<file path="src/rtl/sa2_sched_pkg.sv">
// sa2_sched_pkg: shared definitions for the 2x2 systolic-array job scheduler.
//   - FSM state encoding (IDLE=0, RUN=1, DONE=2)
//   - fixed array job length, default watchdog limit
//   - packed result bundle (c11, c12, c21, c22), 32 bits total
package sa2_sched_pkg;

   localparam logic [1:0] ST_IDLE = 2'd0;
   localparam logic [1:0] ST_RUN  = 2'd1;
   localparam logic [1:0] ST_DONE = 2'd2;

   localparam int unsigned SA2_JOB_CYCLES    = 29;
   localparam int unsigned SA2_WDT_LIMIT_DEF = 40;
   localparam int unsigned SA2_RES_W         = 32;

   typedef struct packed {
      logic [7:0] c11;
      logic [7:0] c12;
      logic [7:0] c21;
      logic [7:0] c22;
   } sa2_res_t;

endpackage

</file>
<file path="src/rtl/sa2_rr_arbiter.sv">
// sa2_rr_arbiter: combinational round-robin pick.
// Ports:
//   req     in  NUM_REQ  request vector
//   ptr     in  ID_W     index of the last winner; search starts at ptr+1
//   win_oh  out NUM_REQ  one-hot winner (0 when no request)
//   win_id  out ID_W     binary winner index (0 when no request)
//   any_req out 1        at least one request is set
module sa2_rr_arbiter
   import sa2_sched_pkg::*;
#(
   parameter int unsigned NUM_REQ = 4,
   parameter int unsigned ID_W    = 2
) (
   input  logic [NUM_REQ-1:0] req,
   input  logic [ID_W-1:0]    ptr,
   output logic [NUM_REQ-1:0] win_oh,
   output logic [ID_W-1:0]    win_id,
   output logic               any_req
);

   logic            found;
   logic [ID_W-1:0] idx;

   // Scan offsets 1..NUM_REQ from ptr, so the previous winner is checked last.
   always_comb begin
      win_oh = '0;
      win_id = '0;
      found  = 1'b0;
      idx    = '0;
      for (int unsigned off = 1; off <= NUM_REQ; off++) begin
         idx = ID_W'((32'(ptr) + off) % NUM_REQ);
         if (!found && req[idx]) begin
            found       = 1'b1;
            win_oh[idx] = 1'b1;
            win_id      = idx;
         end
      end
   end

   assign any_req = |req;

endmodule

</file>
<file path="src/rtl/sa2_job_scheduler.sv">
// sa2_job_scheduler: round-robin owner of one shared 2x2 systolic array.
// Grants one requester, holds active_sa2 until done_sa2, captures the four
// results and returns them tagged with the requester ID for one cycle.
// Ports:
//   clk, rst                  clock, synchronous active-high reset
//   req        in  NUM_REQ    request levels, sampled only in IDLE
//   gnt        out NUM_REQ    one-hot grant, held for the whole job
//   gnt_id     out ID_W       binary grant index (operand mux select)
//   busy       out 1          high in RUN and DONE
//   active_sa2 out 1          array enable level (RUN only)
//   done_sa2   in  1          array completion pulse
//   c11_i..c22_i in 8         array results
//   res_valid  out 1          one-cycle result pulse (DONE)
//   res_id     out ID_W       owner of the result
//   res_c11..res_c22 out 8    captured results, held until next capture
// Optional (macro SA2_WDT_EN): watchdog over RUN with WDT_LIMIT cycles,
//   res_err out 1 (error flag qualified by res_valid),
//   sa_rst_o out 1 (one-cycle array reset pulse in a timed-out DONE).
module sa2_job_scheduler
   import sa2_sched_pkg::*;
#(
   parameter int unsigned NUM_REQ   = 4,
   parameter int unsigned ID_W      = 2,
   parameter int unsigned WDT_LIMIT = SA2_WDT_LIMIT_DEF
) (
   input  logic               clk,
   input  logic               rst,
   input  logic [NUM_REQ-1:0] req,
   output logic [NUM_REQ-1:0] gnt,
   output logic [ID_W-1:0]    gnt_id,
   output logic               busy,
   output logic               active_sa2,
   input  logic               done_sa2,
   input  logic [7:0]         c11_i,
   input  logic [7:0]         c12_i,
   input  logic [7:0]         c21_i,
   input  logic [7:0]         c22_i,
   output logic               res_valid,
   output logic [ID_W-1:0]    res_id,
   output logic [7:0]         res_c11,
   output logic [7:0]         res_c12,
   output logic [7:0]         res_c21,
   output logic [7:0]         res_c22
`ifdef SA2_WDT_EN
   ,
   output logic               res_err,
   output logic               sa_rst_o
`endif
);

   if (ID_W != $clog2(NUM_REQ) || NUM_REQ < 2 || NUM_REQ > 8) begin : g_bad_cfg
      $error("sa2_job_scheduler: NUM_REQ must be 2..8 and ID_W = clog2(NUM_REQ)");
   end
   if (WDT_LIMIT < 1 || WDT_LIMIT > 255) begin : g_bad_wdt
      $error("sa2_job_scheduler: WDT_LIMIT must fit the 8-bit watchdog counter");
   end

   logic [1:0]         state;
   logic [ID_W-1:0]    ptr;
   sa2_res_t           res_q;
   sa2_res_t           c_in;
   logic [NUM_REQ-1:0] win_oh;
   logic [ID_W-1:0]    win_id;
   logic               any_req;

   assign c_in = {c11_i, c12_i, c21_i, c22_i};

   sa2_rr_arbiter #(
      .NUM_REQ(NUM_REQ),
      .ID_W   (ID_W)
   ) u_arb (
      .req    (req),
      .ptr    (ptr),
      .win_oh (win_oh),
      .win_id (win_id),
      .any_req(any_req)
   );

`ifdef SA2_WDT_EN
   logic [7:0] wdt_cnt;
   logic       err_q;
`endif

   always_ff @(posedge clk) begin
      if (rst) begin
         state  <= ST_IDLE;
         ptr    <= ID_W'(NUM_REQ - 1);
         gnt    <= '0;
         gnt_id <= '0;
         res_id <= '0;
         res_q  <= '0;
`ifdef SA2_WDT_EN
         wdt_cnt <= '0;
         err_q   <= 1'b0;
`endif
      end else begin
         case (state)
            ST_IDLE: begin
               if (any_req) begin
                  gnt    <= win_oh;
                  gnt_id <= win_id;
                  ptr    <= win_id;
                  state  <= ST_RUN;
`ifdef SA2_WDT_EN
                  wdt_cnt <= '0;
`endif
               end
            end
            ST_RUN: begin
               if (done_sa2) begin
                  res_q  <= c_in;
                  res_id <= gnt_id;
                  gnt    <= '0;
                  gnt_id <= '0;
                  state  <= ST_DONE;
`ifdef SA2_WDT_EN
                  err_q  <= 1'b0;
               end else if (wdt_cnt == 8'(WDT_LIMIT - 1)) begin
                  // Timeout on the last allowed RUN cycle: report an error
                  // with zeroed data and let DONE pulse the array reset.
                  res_q  <= '0;
                  res_id <= gnt_id;
                  gnt    <= '0;
                  gnt_id <= '0;
                  err_q  <= 1'b1;
                  state  <= ST_DONE;
               end else begin
                  wdt_cnt <= wdt_cnt + 8'd1;
`endif
               end
            end
            ST_DONE: state <= ST_IDLE;
            default: state <= ST_IDLE;
         endcase
      end
   end

   assign busy       = (state == ST_RUN) || (state == ST_DONE);
   assign active_sa2 = (state == ST_RUN);
   assign res_valid  = (state == ST_DONE);
   assign res_c11    = res_q.c11;
   assign res_c12    = res_q.c12;
   assign res_c21    = res_q.c21;
   assign res_c22    = res_q.c22;

`ifdef SA2_WDT_EN
   assign res_err  = err_q;
   assign sa_rst_o = (state == ST_DONE) && err_q;
`endif

endmodule
</file>
<file path="config.mk">
export PLATFORM = sky130hd
export DESIGN_NAME = sa2_job_scheduler
export DESIGN_NICKNAME = d
export VERILOG_FILES = /design/src/rtl/sa2_sched_pkg.sv /design/src/rtl/sa2_rr_arbiter.sv /design/src/rtl/sa2_job_scheduler.sv
export SDC_FILE = /design/constraint.sdc
export NUM_CORES = 1
export LEC_CHECK = 0
export CAP_MARGIN = 25
export CORE_MARGIN = 2
export CORE_UTILIZATION = 48
export CTS_CLUSTER_SIZE = 12
export DETAILED_ROUTE_END_ITERATION = 6
export PLACE_DENSITY_LB_ADDON = 0.05
export SLEW_MARGIN = 20
export SYNTH_ARGS = -nofsm -noshare
export SYNTH_HDL_FRONTEND = slang
export SYNTH_SLANG_ARGS = --single-unit
</file>
<file path="constraint.sdc">
create_clock -name clk -period 4.41 [get_ports clk]
set_input_delay 0.441 -clock clk [delete_from_list [all_inputs] [get_ports clk]]
set_output_delay 0.441 -clock clk [all_outputs]
set_load 0.02 [all_outputs]
</file>
==> results <==
- For this design the total switching power over the nets is 0.4006 mW.
- For this design the static power due to leakage is roughly 1.1 nW.
- TritonCTS built the clock tree.
- The number of placed instances, taps included is ~380.
- The number of nets at the end of the flow is about 390.
- For the pin with the worst max-slew slack, the measured transition is 596.8 ps.
- The clock net in this run drives a total of 44 sinks.
- The number of max-slew violations in the final report is 0.
- The worst setup path is captured at a flop.
- Compared with the post-synthesis result, the final layout area differs by 39.17%.
- 0 antenna diodes ended up in the layout.
- The worst setup path is of the flop to flop kind.
- The first routing iteration left 71 violations.
- The number of setup buffers added after CTS is 0.
- Combinational logic burns 37.0% of the power.
- The per-cell via count in the routed design is roughly 5.2.
- Counting cells, the worst reg-to-reg path comes to 7.
- Synthesis produced a netlist whose cell count is 265.
- Counting instances, the worst hold path has a depth of 2.
- The number of different library cells in the post-synthesis netlist is between 40 and 50.
- The die boundary width is approximately 72 um.
- In the final layout, the multi-input gates occupy 1181 um^2.
- Once the floorplan was initialized, standard cells occupied roughly half of the core.
- The via count of the first global-routing pass is between 1500 and 2000.
- The number of optimization iterations in the first detailed-route pass is 4.
- Routability-driven placement finished with a final weighted congestion of 0.8102.
- Once detailed placement completed, the half-perimeter wirelength came to between 3000 and 4000 um.
- In this run, synthesis produced a sequential element count of 44.
- The slack of the worst reg-to-reg path is roughly 1700 ps.
- Counting along the longest clock path gives a buffer depth of 2.
- For this run, the total global-route usage over all layers was measured as a little over 20%.
- The post-layout minimum cycle time is ~2800 ps.
- For this design the ratio of total power to cell area is around 380 nW/um^2.
- The initial antenna violation count was 0.
- Buffers placed on the I/O ports in this run total ~80.
- Dividing the detail-routed wire length by the instance count gives between 10 and 15 um.
- For the worst-skew pair, the clock arrives at the later sink with an insertion delay of ~300 ps.
- The global-route wire length before repair is between 8000 and 9000 um.
- The final standard cell count with taps included and fillers excluded is slightly below 400.
- Max-cap violations in this run came to 0.
- The post-synth design cell area is approximately 2200 um^2.
- The largest net degree at the start of global routing is 42.
- The combined flip-flop and latch cell area is a little under 900 um^2.
- In this run the remaining antenna-violating nets after routing total 0.
- The floorplan step defined a core boundary enclosing 4384 um^2.
- The maximum vdd ir drop is between 200 and 300 uV.
- Setup repair after global routing left no endpoint under its margin.
- Static timing analysis puts the maximum clock frequency at roughly 0.36 GHz.
- The internal power of the cells totals slightly below 0.8 mW.
- The sequential element share of the synthesized area is 39.80%.
- The routed layout has approximately 2000 vias.
- The part of the total power dissipated in sequential elements is 40.8%.
- The final setup violation count is 0.
- The arrival time at the worst endpoint is between 2000 and 3000 ps.
- The critical path launch point type is a flop.
- Clock-pin slew was measured on the worst setup and hold paths at approximately 80 ps.
- The aggregate negative setup slack is 0 ps.
- Counting the fill cells in the layout gives between 400 and 500.
- After layout, the worst path uses between 60 and 70% of the clock period.
- The required arrival time at the worst endpoint is 4600 ps.
- The mean instance size in the synthesized netlist is 8.352 um^2.
- The clock network power share is between 20 and 25%.
- The chip height is around 72 um.
- In the final layout, the share of cells above drive strength 1 is around 7.4%.
- The worst pin sits at a relative slew slack of about three fifths.
- The post-CTS resize count is 0.
- Of the total power, the share spent switching nets is 33.99%.
- The die covers around 5200 um^2.
- The total wire length after detailed routing is approximately 5200 um.
- The total nets after synthesis is 315.
- The flow ran to the end, and the final reports show no timing, DRC or antenna violations.
- The DRC violations left is 0.
- The warning count from the yosys run is 0.
- The global-route congestion overflow total is 0.
- The CTS buffer count is 5.
- For this design the top-level I/O count stands at roughly 80.
- The min-delay analysis places its worst path in the category flop to flop.
- The post-cts hold buffer count is 0.
- The maximum fanout count along the critical path is 17.
- The count of final hold-check violations came to 0.
- The clock tree synthesis step divided the H-tree into 2 levels.
- The clock root buffer is clkbuf_8.
- The number of placement rows is 24.
- The final setup skew is around 7.3 ps.
-- worst paths after layout --
check,from,endpoint
max,ptr[0],gnt[0]
min,res_c21[3],res_c21[3]
max reg2reg,ptr[0],gnt[0]
min reg2reg,res_c21[3],res_c21[3]
-- state kept, by name, indices dropped and copies added, names as in the netlist --
signal and flops:
res_c11 8, res_c12 8, res_c21 8, res_c22 8, gnt 4, gnt_id 2
ptr 2, res_id 2, state 2
-- routing by layer --
metal  vias up  global-route usage, %  share of wire (%)
met4         0                  8.386                2.0
met2        51                  34.98                 48
met1       917                  25.70                 45
li1       1048                      -                  -
met3         9                  4.306                4.9
met5         -                      0                  0
-- power by group through the flow --
stage / logic, mW / registers (mW) / clock network [mW]
floorplan: 0.275 / 0.510 / 0
global placement: 0.431 / 0.488 / 0
detailed placement: 0.438 / 0.489 / 0
CTS: 0.439 / 0.480 / 0.273
global route: 0.479 / 0.488 / 0.287
finish: 0.436 / 0.480 / 0.262
-- cells in the final DEF, fill, tap and decap left out, drive strengths merged, types with 4 or more instances in the layout --
| cell | netlist | routed |
|---|---|---|
| a21oi | 38 | 38 |
| a221o | 5 | 5 |
| a221oi | 4 | 4 |
| clkbuf | 15 | 7 |
| clkdlybuf4s50 | 0 | 81 |
| dfxtp | 44 | 44 |
| ha | 11 | 11 |
| inv | 5 | 5 |
| mux2i | 4 | 4 |
| nand2 | 74 | 74 |
| nor2 | 11 | 11 |
| nor2b | 8 | 8 |
| nor3 | 10 | 10 |
| nor4 | 4 | 4 |
-- cell type report --
| class | instances | share of cell area [%] |
|---|---|---|
| clock buffers | 7 | 2.803 |
| clock inverters | 1 | 0.2437 |
| inverters | 5 | 0.6093 |
| multi-input cells | 196 | 38.34 |
| flip-flops and latches | 44 | 28.59 |
| well taps | 52 | 2.112 |
| repair buffers | 84 | 27.29 |
-- stage by stage --
stage                     setup slack [ps]  hold WS (ps)  utilization, %  power (mW)  area [um^2]
after floorplan                       1914         483.1               -      0.7856         2213
after global placement                1719         440.5           67.78      0.9190         2972
after detailed placement              1662         445.8           68.12      0.9267         2987
after CTS                             1657         457.9           70.26       1.192         3080
after global routing                  1380         471.1           70.26       1.254         3080
final                                 1656         455.8           70.26       1.178         3080
-- cell families (layout without fill, tap and decap cells) --
family / Yosys count / count (layout) / share of synthesized area, %
compound gates: 57 / 57 / 16.96
fa+ha+maj: 11 / 11 / 6.218
buf+inv: 25 / 97 / 6.840
flops: 44 / 44 / 39.80
mux: 7 / 7 / 4.353
simple gates: 121 / 121 / 25.84
-- worst max-delay path: stages, from the launching register on --
cell	delay, ps
dfxtp_1	700
inv_1	300
ha_1	510
mux4_2	350
nor2b_1	180
a221oi_1	270
nor3_1	90
a221o_1	250
-- synth_stat cells, drive strengths merged --
cell type   n  area share [%]
mux2i       4             1.8
nor3       10             2.5
or2         1            0.28
nand2      74              13
clkbuf     15             3.4
o31ai       1            0.57
or2b        1            0.40
nor4        4             1.4
a211o       1            0.40
a221o       5             2.3
inv         5            0.85
buf         5             2.5
o22ai       1            0.28
or3         1            0.28
a211oi      3             1.0
mux4        2             2.0
ha         11             6.2
o21ai       1            0.23
dfxtp      44              40
nor3b       2            0.90
a21oi      38             8.6
nand3b      2            0.68
and2        1            0.28
or3b        3             1.3
a2111oi     1             1.2
a221oi      4             1.6
and3        1            0.34
nand2b      1            0.28
mux2        1            0.51
and2b       1            0.40
a2bb2oi     1            0.40
nor2b       8             2.3
a32oi       1            0.40
nor2       11             2.0
Power figures use the tool's default switching activity.
